$ cat config.mk
export PLATFORM = sky130hd
export DESIGN_NAME = regfile_mp
export DESIGN_NICKNAME = d
export VERILOG_FILES = /design/src/rtl/regfile_mp.sv
export SDC_FILE = /design/constraint.sdc
export NUM_CORES = 2
export LEC_CHECK = 0
export CORE_AREA = 2 2 372 374
export CTS_CLUSTER_SIZE = 30
export DETAILED_ROUTE_END_ITERATION = 10
export DIE_AREA = 0 0 374 376
export DONT_BUFFER_PORTS = 1
export PLACE_DENSITY = 0.74
export SETUP_SLACK_MARGIN = 0.15
export SYNTH_ARGS = -nofsm -noshare
export SYNTH_HDL_FRONTEND = slang
export SYNTH_SLANG_ARGS = --single-unit
$ cat constraint.sdc
create_clock -name clk -period 8.2 [get_ports clk]
set_input_delay 1.64 -clock clk [delete_from_list [all_inputs] [get_ports clk]]
set_output_delay 1.64 -clock clk [all_outputs]
set_load 0.02 [all_outputs]
$ cat src/rtl/regfile_mp.sv
// Multi-port integer register file with two prioritised write ports, optional
// same-cycle write-to-read bypass and a per-register busy scoreboard.

module regfile_mp_rdport #(
  parameter int DATA_WIDTH = 32,
  parameter int REGS_WIDTH = 5,
  parameter int NUM_WRITE  = 2,
  parameter int BYPASS     = 1,
  localparam int NREGS     = 1 << REGS_WIDTH
) (
  input  logic [REGS_WIDTH-1:0]                 ra_i,
  input  logic [NREGS-1:0][DATA_WIDTH-1:0]      regs_i,
  input  logic [NREGS-1:0]                      busy_i,
  input  logic [NUM_WRITE-1:0]                  wr_act_i,
  input  logic [NUM_WRITE-1:0][REGS_WIDTH-1:0]  wa_i,
  input  logic [NUM_WRITE-1:0][DATA_WIDTH-1:0]  wd_i,
  input  logic                                  alloc_act_i,
  input  logic [REGS_WIDTH-1:0]                 alloc_addr_i,
  output logic [DATA_WIDTH-1:0]                 data_o,
  output logic                                  busy_o
);
  logic retire;

  // x0 needs no special case: it is never written, bypassed or allocated.
  always_comb begin
    data_o = regs_i[ra_i];
    busy_o = busy_i[ra_i];
    retire = 1'b0;
    if (BYPASS != 0) begin
      // Ascending scan so the highest matching port index wins.
      for (int k = 0; k < NUM_WRITE; k++) begin
        if (wr_act_i[k] && (wa_i[k] == ra_i)) begin
          data_o = wd_i[k];
          retire = 1'b1;
        end
      end
      if (retire && !(alloc_act_i && (alloc_addr_i == ra_i)))
        busy_o = 1'b0;
    end
  end
endmodule

module regfile_mp #(
  parameter int DATA_WIDTH = 32,
  parameter int REGS_WIDTH = 5,
  parameter int NUM_READ   = 2,
  parameter int NUM_WRITE  = 2,
  parameter int BYPASS     = 1
) (
  input  logic                            clk,
  input  logic                            rst,
  input  logic                            cpu_en,
  input  logic [NUM_WRITE-1:0]            wr_en,
  input  logic [NUM_WRITE*REGS_WIDTH-1:0] wr_addr,
  input  logic [NUM_WRITE*DATA_WIDTH-1:0] wr_data,
  input  logic [NUM_READ*REGS_WIDTH-1:0]  rd_addr,
  output logic [NUM_READ*DATA_WIDTH-1:0]  rd_data,
  output logic [NUM_READ-1:0]             rd_busy,
  input  logic                            alloc_en,
  input  logic [REGS_WIDTH-1:0]           alloc_addr,
  output logic [REGS_WIDTH:0]             busy_count
);
  localparam int NREGS = 1 << REGS_WIDTH;
  localparam int CW    = REGS_WIDTH + 1;

  logic [NUM_WRITE-1:0][REGS_WIDTH-1:0] wa;
  logic [NUM_WRITE-1:0][DATA_WIDTH-1:0] wd;
  logic [NUM_READ-1:0][REGS_WIDTH-1:0]  ra;
  logic [NUM_READ-1:0][DATA_WIDTH-1:0]  rdat;
  logic [NUM_WRITE-1:0]                 wr_act;
  logic                                 alloc_act;

  logic [NREGS-1:0][DATA_WIDTH-1:0] regs_q, regs_d;
  logic [NREGS-1:0]                 busy_q, busy_d;
  logic [CW-1:0]                    cnt_q, cnt_d;

  assign wa         = wr_addr;
  assign wd         = wr_data;
  assign ra         = rd_addr;
  assign rd_data    = rdat;
  assign busy_count = cnt_q;
  assign alloc_act  = cpu_en & alloc_en & (alloc_addr != '0);

  always_comb begin
    for (int k = 0; k < NUM_WRITE; k++)
      wr_act[k] = cpu_en & wr_en[k] & (wa[k] != '0);
  end

  // Writes retire the register; an allocate in the same cycle is applied last
  // so the newer producer keeps ownership.
  always_comb begin
    regs_d = regs_q;
    busy_d = busy_q;
    for (int k = 0; k < NUM_WRITE; k++) begin
      if (wr_act[k]) begin
        regs_d[wa[k]] = wd[k];
        busy_d[wa[k]] = 1'b0;
      end
    end
    if (alloc_act) busy_d[alloc_addr] = 1'b1;
  end

  always_comb begin
    cnt_d = '0;
    for (int r = 0; r < NREGS; r++) cnt_d = cnt_d + CW'(busy_d[r]);
  end

  always_ff @(posedge clk or negedge rst) begin
    if (!rst) begin
      regs_q <= '0;
      busy_q <= '0;
      cnt_q  <= '0;
    end else begin
      regs_q <= regs_d;
      busy_q <= busy_d;
      cnt_q  <= cnt_d;
    end
  end

  for (genvar j = 0; j < NUM_READ; j++) begin : g_rd
    regfile_mp_rdport #(
      .DATA_WIDTH(DATA_WIDTH), .REGS_WIDTH(REGS_WIDTH),
      .NUM_WRITE(NUM_WRITE),   .BYPASS(BYPASS)
    ) u_rd (
      .ra_i(ra[j]),
      .regs_i(regs_q),
      .busy_i(busy_q),
      .wr_act_i(wr_act),
      .wa_i(wa),
      .wd_i(wd),
      .alloc_act_i(alloc_act),
      .alloc_addr_i(alloc_addr),
      .data_o(rdat[j]),
      .busy_o(rd_busy[j])
    );
  end
endmodule

==> reports/qor.yml <==
pwr-share-clk_pct: 30.6
synth_edf_count: 0
drive_gt1_share_pct: 13.05
cts_resized: 0
first_pass_iters: 6
die_x_um: 374
critical-path-top-delay-family: "multiplexers"
gr-total-overflow: 0
hp-start: "regs_q[20]"
cp.arrival_ns: 5.54
hold_path_class: "flip-flop to flip-flop"
seq_area_frac_synth_pct: 39.12
r2r-end: "busy_count[4]"
num_rows: 136
drtIter0Drc: 8399
wire_per_inst_um: 32.15
final_common_cell: "mux2i_1"
combPwrFrac_pct: 26.6
die_height_um: 376
slew_headroom_pct: -101.4
cts_tree: "done"
r2r_start: "busy_q[23]"
drv_slew: 539
switching_power_uw: 5390
htreeDepth: 3
cpMostUsedCell: "mux4_2"
path_cells: "mux4_2, mux4_2, nor2_1, a211oi_1, buf_4"
io_buffer_count: 0
ys.flop_type: "dfrtp_1"
nets: 6116
finalWorstSetupSlack_ns: 1.018
syn_area_per_cell_um2: 10.29
clk_pin_slew_ns: 0.06
finalSetupViolCount: 0
required_ns: 6.56
synth_warnings: 0
p_sw_share_pct: 30.92
cpMaxStageDelayCell: "mux4_2"
regToRegSetupSlack_ns: 2.95
tightest_slew_ns: 3.021
grt_pass1_vias: 53770
postCtsSetupBuffers: 0
antenna_found_initial: 5
ir_drop_mv: 0.4527
coreArea_mm2: 0.1366
post-place-ws_ns: 1.024
clock_latency_ns: 0.73
ctsHoldBuffers: 0
p_per_area_mw_per_mm2: 243.4
root_buffer: "clkbuf_16"
grt_pass1_wl_um: 368800
rsz0062_at_grt: "no"
hold_end: "regs_q[20]"
violations: "slew limit"
vias: 55020
clock-sinks: 1062
synth_cells: 6601
min_period_ns: 7.182
skew_ns: 0.008902
synth_area_mm2: 0.06793
setup_tns_ns: 0
synthArstFlopShare_pct: 100.0
wirelength_um: 253300
dpl.hpwl_um: 129900
path_buf_inv: 1
viasPerCell: 6.984
worstHoldPathCells: 0
maxCapViolations: 0
cp_max_fo: 335
ys_ff_latch: 1062
fmax_mhz: 139.2
clockBufferDepth: 3
cp.depth: 5
finalHoldViolCount: 0
cts_buffers: 113
cellLeakagePower_uw: 0.03061
seqPwrFrac_pct: 42.8
drc: 0
start_util_pct: 49.71
r2r_cells: 15
ant_nets: 0
cp-start-kind: "input pin"
ios: 167
crit_path_end_kind: "output port"
outcome: "finished with violations"
grt_max_degree: 1063
synth.distinct_cells: 60
p_int_uw: 12040
final_cell_mix: "1300 x mux2i_1, 1062 x dfrtp_1, 618 x nor2_1, 590 x nand2_1, 564 x o21ai_0"
synth_fp_nets: 6727
dieArea_mm2: 0.1406
gp_congestion: 0.9397
total_power_uw: 17430
track_usage_pct: 35.48
cpPeakStageDelay_ns: 1.53
area_growth_syn_to_layout_pct: 5.434
post-route-period-util_pct: 87.59
worstSetupPathType: "input pin to output port"
==> cell usage after synthesis (7+ instances only) <==
master	instances	area, µm²
fa_1	24	480.5
o21ai_0	564	2823
nor3_1	49	245.2
mux2i_1	1300	13010
a21oi_1	521	2608
and3_1	23	143.9
ha_1	7	87.58
buf_6	24	270.3
buf_4	78	585.6
xor2_1	19	166.4
buf_2	123	615.6
a221o_1	46	460.4
a22oi_1	40	300.3
inv_1	41	153.9
buf_1	75	281.5
a32oi_1	8	70.07
xnor2_1	14	122.6
a221oi_1	112	980.9
nor2_1	640	2402
a32o_1	7	70.07
o22ai_1	87	544.3
a211oi_1	11	82.58
nor2b_1	15	93.84
mux4_2	422	9504
nand2b_1	10	62.56
o21a_1	11	82.58
clkbuf_1	540	2027
nor2_2	8	50.05
dfrtp_1	1062	26580
nand2_1	609	2286
o21ai_1	35	175.2
==> power groups by stage <==
stage	Combinational, µW	Clock, µW	Sequential, µW
floorplan	3860	0	7180
detailed placement	4430	0	7480
global placement	4330	0	7390
global route	5040	5550	7600
CTS	4440	5340	7420
finish	4640	5340	7450
==> routing by layer <==
metal / global-route usage, % / part of all wire (%) / up-vias / routed length [µm]
met2: 53.38 / 43 / 4276 / 109900
met4: 24.41 / 8.1 / 10 / 20460
met5: 0 / 0.031 / - / 79
met1: 43.54 / 35 / 26790 / 88160
li1: - / - / 22690 / -
met3: 11.42 / 14 / 1258 / 34700
==> logic make-up (layout without fill, tap and decap cells) <==
kind of cell    count (synthesis)  count (layout)  share of synthesized area, %
mux                          1723            1723                         33.17
fa+ha+maj                      31              31                        0.8363
buf+inv                       887             363                         5.832
other cells                     0               8                             0
simple gates                 1407            1407                         8.348
xor+xnor                       33              33                        0.4255
flops                        1062            1062                         39.12
compound gates               1458            1458                         12.27
==> final cells by class <==
type,instances,area [µm²]
antenna,8,20.02
clock buffer,164,3261
clock inverter,38,498.0
fill,11710,65020
inverter,43,166.4
multi-input combinational,4652,37840
sequential,1062,26580
tap,1794,2245
timing repair buffer,118,1011
==> worst reg2reg max path, stage by stage (launching register included) <==
cell     delay [ns]
dfrtp_1        0.41
o21ai_0        0.10
o21ai_0        0.23
inv_1          0.11
fa_1           0.53
fa_1           0.57
inv_1          0.07
fa_1           0.48
fa_1           0.59
fa_1           0.45
fa_1           0.47
ha_1           0.24
fa_1           0.46
a21o_1         0.19
a21oi_1        0.16
xnor2_1        0.13
==> worst max-delay path by stage <==
stage | to | slack [ns] | startpoint
after floorplan | busy_count[4] | 0.96 | wr_addr[2]
after global placement | busy_count[4] | 0.99 | alloc_addr[2]
after detailed placement | busy_count[4] | 1.02 | wr_en[1]
after CTS | rd_data[30] | 1.71 | wr_addr[5]
after global routing | rd_data[27] | 1.25 | rd_addr[2]
final | rd_data[14] | 1.02 | rd_addr[0]
==> per-stage QoR <==
stage	cells	utilization [%]	hold slack, ns	cell area, µm²
2_1_floorplan	6601	-	0.4413	67930
3_3_place_gp	7664	49.55	0.3763	67700
3_5_place_dp	7664	49.55	0.3833	67700
4_1_cts	7866	52.30	0.3964	71460
5_1_grt	7872	52.40	0.4097	71600
6_report	7879	52.41	0.3956	71620
==> sequential cells by signal, indices dropped and copies added, names as in the netlist <==
register    cells
busy_count      6
regs_q       1024
busy_q         32
(Power assumes the default switching activity.)
